===== src/rtl/cpu_step_sequencer_pkg.sv =====
// Shared control-unit definitions for the Simple CPU step sequencer:
// FSM state encoding, step code / one-hot widths and default step count.
package cpu_ctrl_pkg;

  localparam int STEP_CODE_W   = 5;
  localparam int STEP_ONEHOT_W = 20;
  localparam int NUM_STEPS_DEF = 10;

  typedef enum logic [1:0] {
    IDLE  = 2'd0,
    RUN   = 2'd1,
    STALL = 2'd2
  } step_state_e;

endpackage


===== src/rtl/cpu_step_sequencer_if.sv =====
// Handshake bundle between the control logic and the step sequencer.
// Optional debug single-step input step_en exists only when STEP_SINGLE_EN
// is defined.
interface cpu_step_sequencer_if;
  import cpu_ctrl_pkg::*;

  logic                     start;
  logic                     done;
  logic                     stall;
  logic                     halt;
`ifdef STEP_SINGLE_EN
  logic                     step_en;
`endif
  logic [STEP_CODE_W-1:0]   step_code;
  logic [STEP_ONEHOT_W-1:0] step_onehot;
  logic                     busy;
  logic                     instr_done;
  logic                     overrun;

`ifdef STEP_SINGLE_EN
  modport master (
    output start, done, stall, halt, step_en,
    input  step_code, step_onehot, busy, instr_done, overrun
  );
  modport slave (
    input  start, done, stall, halt, step_en,
    output step_code, step_onehot, busy, instr_done, overrun
  );
`else
  modport master (
    output start, done, stall, halt,
    input  step_code, step_onehot, busy, instr_done, overrun
  );
  modport slave (
    input  start, done, stall, halt,
    output step_code, step_onehot, busy, instr_done, overrun
  );
`endif

endinterface


===== src/rtl/cpu_step_sequencer_onehot_dec.sv =====
// Step code to one-hot row-select decoder. Rows at or above NUM_STEPS never
// light, and the whole vector is zero while disabled.
module step_onehot_dec #(
  parameter int NUM_STEPS = 10,
  parameter int CODE_W    = 5,
  parameter int ONEHOT_W  = 20
) (
  input  logic [CODE_W-1:0]   code,
  input  logic                en,
  output logic [ONEHOT_W-1:0] onehot
);

  // Compare against every row index so out-of-range codes simply match nothing.
  always_comb begin
    onehot = '0;
    for (int i = 0; i < ONEHOT_W; i++) begin
      onehot[i] = en && (i < NUM_STEPS) && (code == CODE_W'(i));
    end
  end

endmodule


===== src/rtl/cpu_step_sequencer.sv =====
// Microstep timing generator for the Simple CPU control unit.
// Optional feature macro: STEP_SINGLE_EN (adds bus.step_en for debug
// single-stepping; with it undefined the counter advances every
// non-stalled cycle).
//
// state | meaning
// IDLE  | no instruction in flight, waiting for start
// RUN   | stepping through microsteps
// STALL | current step held (stall or, when single-stepping, no step_en)
module cpu_step_sequencer
  import cpu_ctrl_pkg::*;
#(
  parameter int NUM_STEPS = NUM_STEPS_DEF,
  parameter int CODE_W    = STEP_CODE_W,
  parameter int ONEHOT_W  = STEP_ONEHOT_W
) (
  input  logic                 Clock,
  input  logic                 Reset,
  cpu_step_sequencer_if.slave  bus
);

  localparam logic [CODE_W-1:0] LAST_STEP = CODE_W'(NUM_STEPS - 1);

  step_state_e       state_q, state_d;
  logic [CODE_W-1:0] code_q, code_d;
  logic              instr_done_q, instr_done_d;
  logic              overrun_q, overrun_d;
  logic              hold;
  logic              busy;

`ifdef STEP_SINGLE_EN
  assign hold = bus.stall || !bus.step_en;
`else
  assign hold = bus.stall;
`endif

  // State, step counter and status flags.
  always_ff @(posedge Clock or posedge Reset) begin
    if (Reset) begin
      state_q      <= IDLE;
      code_q       <= '0;
      instr_done_q <= 1'b0;
      overrun_q    <= 1'b0;
    end else begin
      state_q      <= state_d;
      code_q       <= code_d;
      instr_done_q <= instr_done_d;
      overrun_q    <= overrun_d;
    end
  end

  // Next state: halt > done (or forced end at last step) > stall > advance.
  always_comb begin
    state_d      = state_q;
    code_d       = code_q;
    instr_done_d = 1'b0;
    overrun_d    = overrun_q;
    case (state_q)
      IDLE: begin
        code_d = '0;
        if (bus.start) state_d = RUN;
      end
      RUN, STALL: begin
        if (bus.halt) begin
          state_d = IDLE;
          code_d  = '0;
        end else if (bus.done || code_q == LAST_STEP) begin
          // Forced end at the last step counts as an overrun.
          if (!bus.done) overrun_d = 1'b1;
          instr_done_d = 1'b1;
          code_d       = '0;
          state_d      = bus.start ? RUN : IDLE;
        end else if (hold) begin
          state_d = STALL;
        end else begin
          state_d = RUN;
          code_d  = code_q + 1'b1;
        end
      end
      default: begin
        state_d = IDLE;
        code_d  = '0;
      end
    endcase
  end

  assign busy = (state_q == RUN) || (state_q == STALL);

  step_onehot_dec #(
    .NUM_STEPS (NUM_STEPS),
    .CODE_W    (CODE_W),
    .ONEHOT_W  (ONEHOT_W)
  ) u_dec (
    .code   (code_q),
    .en     (busy),
    .onehot (bus.step_onehot)
  );

  assign bus.step_code  = code_q;
  assign bus.busy       = busy;
  assign bus.instr_done = instr_done_q;
  assign bus.overrun    = overrun_q;

endmodule


===== src/flat_wrapper.sv =====
// flat-port wrapper written by rule: the top's interface ports become plain ports
module cpu_step_sequencer_flat import cpu_ctrl_pkg::*;
#(
  parameter int NUM_STEPS = NUM_STEPS_DEF,
  parameter int CODE_W    = STEP_CODE_W,
  parameter int ONEHOT_W  = STEP_ONEHOT_W
)
  (Clock, Reset, bus_start, bus_done, bus_stall, bus_halt, bus_step_code, bus_step_onehot, bus_busy, bus_instr_done, bus_overrun);
  cpu_step_sequencer_if bus_i ();
  input  logic Clock;
  input  logic Reset;
  input wire logic [$bits(bus_i.start)-1:0] bus_start;
  input wire logic [$bits(bus_i.done)-1:0] bus_done;
  input wire logic [$bits(bus_i.stall)-1:0] bus_stall;
  input wire logic [$bits(bus_i.halt)-1:0] bus_halt;
  output wire logic [$bits(bus_i.step_code)-1:0] bus_step_code;
  output wire logic [$bits(bus_i.step_onehot)-1:0] bus_step_onehot;
  output wire logic [$bits(bus_i.busy)-1:0] bus_busy;
  output wire logic [$bits(bus_i.instr_done)-1:0] bus_instr_done;
  output wire logic [$bits(bus_i.overrun)-1:0] bus_overrun;
  assign bus_i.start = bus_start;
  assign bus_i.done = bus_done;
  assign bus_i.stall = bus_stall;
  assign bus_i.halt = bus_halt;
  assign bus_step_code = bus_i.step_code;
  assign bus_step_onehot = bus_i.step_onehot;
  assign bus_busy = bus_i.busy;
  assign bus_instr_done = bus_i.instr_done;
  assign bus_overrun = bus_i.overrun;
  cpu_step_sequencer #(.NUM_STEPS(NUM_STEPS), .CODE_W(CODE_W), .ONEHOT_W(ONEHOT_W)) u_core (.Clock(Clock), .Reset(Reset), .bus(bus_i));
endmodule

===== config.mk =====
export PLATFORM = sky130hd
export DESIGN_NAME = cpu_step_sequencer_flat
export DESIGN_NICKNAME = d
export VERILOG_FILES = /design/src/rtl/cpu_step_sequencer_pkg.sv /design/src/rtl/cpu_step_sequencer_if.sv /design/src/rtl/cpu_step_sequencer_onehot_dec.sv /design/src/rtl/cpu_step_sequencer.sv /design/src/flat_wrapper.sv
export SDC_FILE = /design/constraint.sdc
export NUM_CORES = 1
export LEC_CHECK = 0
export CORE_AREA = 2 2 39 41
export DETAILED_ROUTE_END_ITERATION = 12
export DIE_AREA = 0 0 41 43
export DONT_BUFFER_PORTS = 1
export PLACE_DENSITY = 0.74
export SLEW_MARGIN = 20
export SYNTH_ARGS = -nofsm -noshare
export SYNTH_HDL_FRONTEND = slang
export SYNTH_SLANG_ARGS = --single-unit

===== constraint.sdc =====
create_clock -name Clock -period 2.7 [get_ports Clock]
set_input_delay 0.135 -clock Clock [delete_from_list [all_inputs] [get_ports Clock]]
set_output_delay 0.135 -clock Clock [all_outputs]
set_load 0.02 [all_outputs]

==> results of run 1 <==
==> synthesized netlist by cell type (all sizes together) (2+ instances only) <==
master	n	area [um2]
buf	12	91.33
nor2	12	45.04
dfrtp	9	225.2
inv	8	30.03
nand2	7	26.28
ha	6	75.07
nor3	4	20.02
xor2	3	26.28
nand4b	2	17.52
nor2b	2	12.51
o211ai	2	15.01
==> critical path, stage by stage, from the launching register on <==
cell,delay (ps)
dfrtp_1,350
inv_1,80
ha_1,450
nor2b_1,270
nand2_1,100
nor3_1,500
==> per-layer routing <==
metal | track usage [%] | up-vias
met1 | 18.69 | 223
li1 | - | 254
met3 | 8.901 | 0
met5 | 0 | -
met2 | 22.81 | 15
met4 | 2.000 | 0
==> path summary, 6_finish.rpt <==
check                                           to         startpoint
min in group asynchronous  u_core.bus.step_code[2]              Reset
max in group asynchronous  u_core.bus.step_code[0]              Reset
setup / recovery                bus_step_onehot[1]  u_core.state_q[1]
hold reg to reg                  u_core.state_q[0]  u_core.state_q[0]
hold / removal             u_core.bus.step_code[0]          bus_stall
setup reg to reg                 u_core.state_q[1]  u_core.state_q[1]
==> power by group through the flow <==
stage	combinational [mW]	clock (mW)	sequential (mW)
after global routing	0.199	0.111	0.168
after CTS	0.177	0.105	0.166
final	0.176	0.103	0.166
after floorplan	0.172	0	0.166
after detailed placement	0.174	0	0.168
after global placement	0.172	0	0.168
==> state kept, by name (all words and copies together), names as in the netlist <==
register	count
u_core.state_q	2
u_core.bus.overrun	1
u_core.bus.step_code	5
u_core.bus.instr_done	1
==> through the flow <==
stage / instances / setup slack, ps / instance area (um2)
floorplan: 91 / 944.3 / 762.0
global placement: 95 / 863.6 / 690.7
detailed placement: 95 / 826.7 / 690.7
CTS: 101 / 546.6 / 737.0
global route: 101 / 380.9 / 737.0
finish: 101 / 561.1 / 737.0
==> cell families (layout without fill, tap and decap cells) <==
family                     after synthesis  count (layout)  synth area share (%)
AOI/OAI and AO/OA                        6               6                 8.934
xor gates and xnor gates                 4               4                 4.812
adders and majority gates                6               6                 10.31
buffers and inverters                   20              14                 16.67
DFF                                      9               9                 30.93
muxes                                    1               1                 1.375
other                                    1              10                0.5150
and+or+nand+nor                         35              35                 26.46
==> final cells by class <==
cell class / count / area [um2] / share of cell area [%]
multi-input combinational: 62 / 415.4 / 56.37
sequential: 9 / 225.2 / 30.56
inverter: 8 / 30.03 / 4.075
clock buffer: 4 / 26.28 / 3.565
timing repair buffer: 2 / 20.02 / 2.716
tap: 16 / 20.02 / 2.716
==> what timing repair did <==
item,CTS,global route
endpoints found under the hold margin,10,0
hold buffers,2,0
buffers inserted,0,0
==> impl_metrics.json, run 1 <==
{
  "cts_max_level": 1,
  "met2WireLength_um": 575,
  "grt_max_degree": 11,
  "power.switching_mw": 0.1804,
  "cts_buffers": 3,
  "ys_seq_area_share_pct": 30.93,
  "syn_to_final_growth_pct": 1.203,
  "fin_crit_ps": 2139,
  "grt.overflow.total": 0,
  "hold_depth": 2,
  "coreArea_mm2": 0.001384,
  "nNetsFinal": 98,
  "filler_cell_count": 141,
  "fmax_mhz": 467.5,
  "initial_core_util_pct": 52.62,
  "grtUsageTotal_pct": 15.15,
  "hold_viol_final": 0,
  "port_buffers": 0,
  "synth_ff_type": "dfrtp_1",
  "vdd_drop_max_v": 0.0003847,
  "setup_viol": 0,
  "ioPinCount": 34,
  "grt_first_pass_wirelength_mm": 1.800,
  "vias": 492,
  "powerDensity_mw_per_mm2": 603.1,
  "first_global_vias": 428,
  "setup_tns_ps": 0,
  "skew_ps": 9.076,
  "syn-mean-instance-area_um2": 8.880,
  "p_int_mw": 0.2640,
  "wl_met1_um": 501,
  "switching_share_pct": 40.60,
  "die_h_um": 43,
  "drive_above_1_share_pct": 8.235,
  "reg2reg_depth": 5,
  "antenna_found_initial": 0,
  "design.die.area_mm2": 0.001763,
  "drtPass1Iterations": 4,
  "p_leak_nw": 0.3295,
  "antenna_cells": 0,
  "yosysWarningCount": 0,
  "clkSinkCount": 9,
  "ctsLongestPathBuffers": 2,
  "max-cap-violations": 0,
  "syn_area_um2": 728.2,
  "gp_congestion": 0.7390,
  "whs_ps": 42.01,
  "p_comb_share_pct": 39.6,
  "ant_nets": 0,
  "ctsResizeCount": 0,
  "cp-start-kind": "flop",
  "vias_per_cell": 4.871,
  "clkPwrFrac_pct": 23.1,
  "setup.worst_path.class": "flop to output port",
  "clock_latency_ps": 260,
  "ys_types": 28,
  "hold_class": "input pin to flop",
  "arrival_ps": 2000,
  "slew_violations": 0,
  "post-route-util_pct": 53.25,
  "highest-signal-layer": "met3",
  "clkSlewWorstSetupHoldPaths_ps": 50,
  "end_kind": "output port",
  "status": "complete, no violations",
  "first_iter_violations": 8,
  "path_max_fanout": 5,
  "die_width_um": 41,
  "synth-seq-cells": 9,
  "drc": 0,
  "wire_per_inst_um": 11.41,
  "cp_data_required_time_ps": 2570,
  "seq_power_share_pct": 37.3,
  "layout_common_cells": "12 x nor2_1, 10 x conb_1, 9 x dfrtp_1",
  "hpwl_um": 935.4,
  "synth_edf_count": 0,
  "dr_wl_met3_um": 75,
  "min_period_over_period_pct": 79.22,
  "clock-root-buffer": "clkbuf_4",
  "rrSetupSlack_ps": 850,
  "final_common_cell": "nor2_1",
  "routed_wl_mm": 1.152,
  "num_rows": 14,
  "rsz0062_at_grt": "no",
  "synth_cells": 82,
  "cts_tree": "built",
  "finalPower_mw": 0.4445,
  "synth-async-reset-ratio_pct": 100.0,
  "slew_headroom_pct": 57.06,
  "max_slew.worst_pin.slew_ps": 639.2
}
No activity file was read; power rests on OpenSTA's default activity.
==> run 2: changes to the inputs <==
clock period = 2.13 ns   (was 2.7 ns; I/O delays follow)
==> impl_metrics.json, run 2 (synthesis results as in run 1) <==
{
  "num_rows": 14,
  "slowest_delay_ps": 390,
  "filler_cell_count": 135,
  "clock_latency_ps": 260,
  "drtPass1Iterations": 6,
  "largest_reg_flops": 5,
  "whs_ps": 13.04,
  "design.die.area_mm2": 0.001763,
  "wire_per_inst_um": 12.48,
  "fmax_mhz": 513.2,
  "rsz0062_at_grt": "no",
  "port_buffers": 0,
  "min_from": "bus_stall",
  "gp_congestion": 0.7953,
  "power.switching_mw": 0.2397,
  "clkPwrFrac_pct": 21.9,
  "max_slew.worst_pin.slew_ps": 551.7,
  "cp_data_required_time_ps": 2020,
  "finalPower_mw": 0.5864,
  "routed_wl_mm": 1.323,
  "vias_per_cell": 5.132,
  "antenna_found_initial": 0,
  "p_leak_nw": 0.3562,
  "clock-root-buffer": "clkbuf_4",
  "drive_above_1_share_pct": 13.33,
  "p_int_mw": 0.3467,
  "syn_to_final_growth_pct": 6.357,
  "post-route-util_pct": 55.97,
  "hpwl_mm": 1.069,
  "drc": 0,
  "r2r_end": "u_core.bus.step_code[3]",
  "clkSlewWorstSetupHoldPaths_ps": 60,
  "multi_input_area_um2": 415.4,
  "setup_tns_ps": 0,
  "nNetsFinal": 103,
  "reg2reg_depth": 5,
  "vias": 544,
  "setup_viol": 0,
  "first_iter_violations": 12,
  "ant_nets": 0,
  "final_common_cell": "nor2_1",
  "hold_class": "input pin to flop",
  "cts_tree": "built",
  "path_max_fanout": 4,
  "grt_max_degree": 11,
  "arrival_ps": 1840,
  "place_area_um2": 728.2,
  "cp-start-kind": "flop",
  "slowest_stage": "dfrtp_1",
  "status": "complete, no violations",
  "seqCellArea_um2": 225.2,
  "vdd_drop_max_v": 0.0004983,
  "max-cap-violations": 0,
  "coreArea_mm2": 0.001384,
  "switching_share_pct": 40.87,
  "first_global_vias": 480,
  "finalInstanceArea_um2": 774.5,
  "path_cells": "inv_1 -> ha_1 -> buf_4 -> nor2b_1 -> nand2_1 -> nor2_1",
  "setup.worst_path.class": "flop to output port",
  "grtUsageTotal_pct": 18.52,
  "min_period_over_period_pct": 91.49,
  "post_cts_buffers": 0,
  "grt.overflow.total": 0,
  "r2r-start": "u_core.bus.step_code[1]",
  "grt_first_pass_wirelength_mm": 2.145,
  "min_to": "u_core.bus.step_code[0]",
  "skew_ps": 3.521,
  "ctsLongestPathBuffers": 2,
  "slew_violations": 0,
  "seq_power_share_pct": 36.4,
  "antenna_cells": 0,
  "slew_headroom_pct": 63.22,
  "end_kind": "output port",
  "cp_top_family": "simple AND/OR/NAND/NOR gates",
  "initial_core_util_pct": 52.62,
  "cts_buffers": 3,
  "layout_common_cells": "12 x nor2_1, 10 x conb_1, 9 x dfrtp_1",
  "powerDensity_mw_per_mm2": 757.2,
  "cts_max_level": 1,
  "die_width_um": 41,
  "ioPinCount": 34,
  "hold_viol_final": 0,
  "p_comb_share_pct": 41.7,
  "die_h_um": 43,
  "hold_depth": 2,
  "fin_crit_ps": 1949,
  "clkSinkCount": 9,
  "rrSetupSlack_ps": 350,
  "path_buf_inv": 2
}
-- run 2: cell count changes in the layout (fill, tap and decap cells not counted), sizes merged --
cell  previous run  this run
buf              0         5
-- run 2: repair_timing --
| item | in CTS | in global routing |
|---|---|---|
| hold buffers | 2 | 0 |
| hold endpoints to repair | 10 | 0 |
| gates resized for setup | 0 | 0 |
-- run 2: through the flow --
step / std cells / setup slack, ps
floorplan: 91 / 402.8
global placement: 100 / 395.3
detailed placement: 100 / 351.5
CTS: 106 / 172.1
global route: 106 / 45.05
finish: 106 / 181.4
-- run 2: worst max-delay path by stage --
| stage | depth (start not counted) | endpoint | slack, ps | startpoint |
|---|---|---|---|---|
| after floorplan | 5 | bus_step_onehot[3] | 400 | u_core.state_q[1] |
| after global placement | 5 | u_core.state_q[1] | 400 | u_core.bus.step_code[1] |
| after detailed placement | 5 | u_core.state_q[1] | 350 | u_core.bus.step_code[1] |
| after CTS | 6 | bus_step_onehot[7] | 170 | u_core.state_q[1] |
| after global routing | 6 | bus_step_onehot[7] | 50 | u_core.state_q[0] |
| final | 6 | bus_step_onehot[7] | 180 | u_core.state_q[0] |
-- run 2: area by class of cell --
class	count	area share, %
Sequential cell	9	29.08
Timing Repair Buffer	7	7.431
Clock buffer	4	3.393
Tap cell	16	2.585
Multi-Input combinational cell	62	53.63
Inverter	8	3.877
-- run 2: power by group through the flow --
stage	Clock [mW]	Combinational, mW	Sequential (mW)
after detailed placement	0	0.242	0.216
after global placement	0	0.235	0.214
after CTS	0.134	0.246	0.213
final	0.129	0.245	0.213
after floorplan	0	0.217	0.211
after global routing	0.143	0.269	0.216
-- run 2: routing by layer --
metal	track usage [%]	wire length [um]
met4	4.667	0
met3	9.948	90
met2	28.44	710
met5	0	0
met1	21.78	521
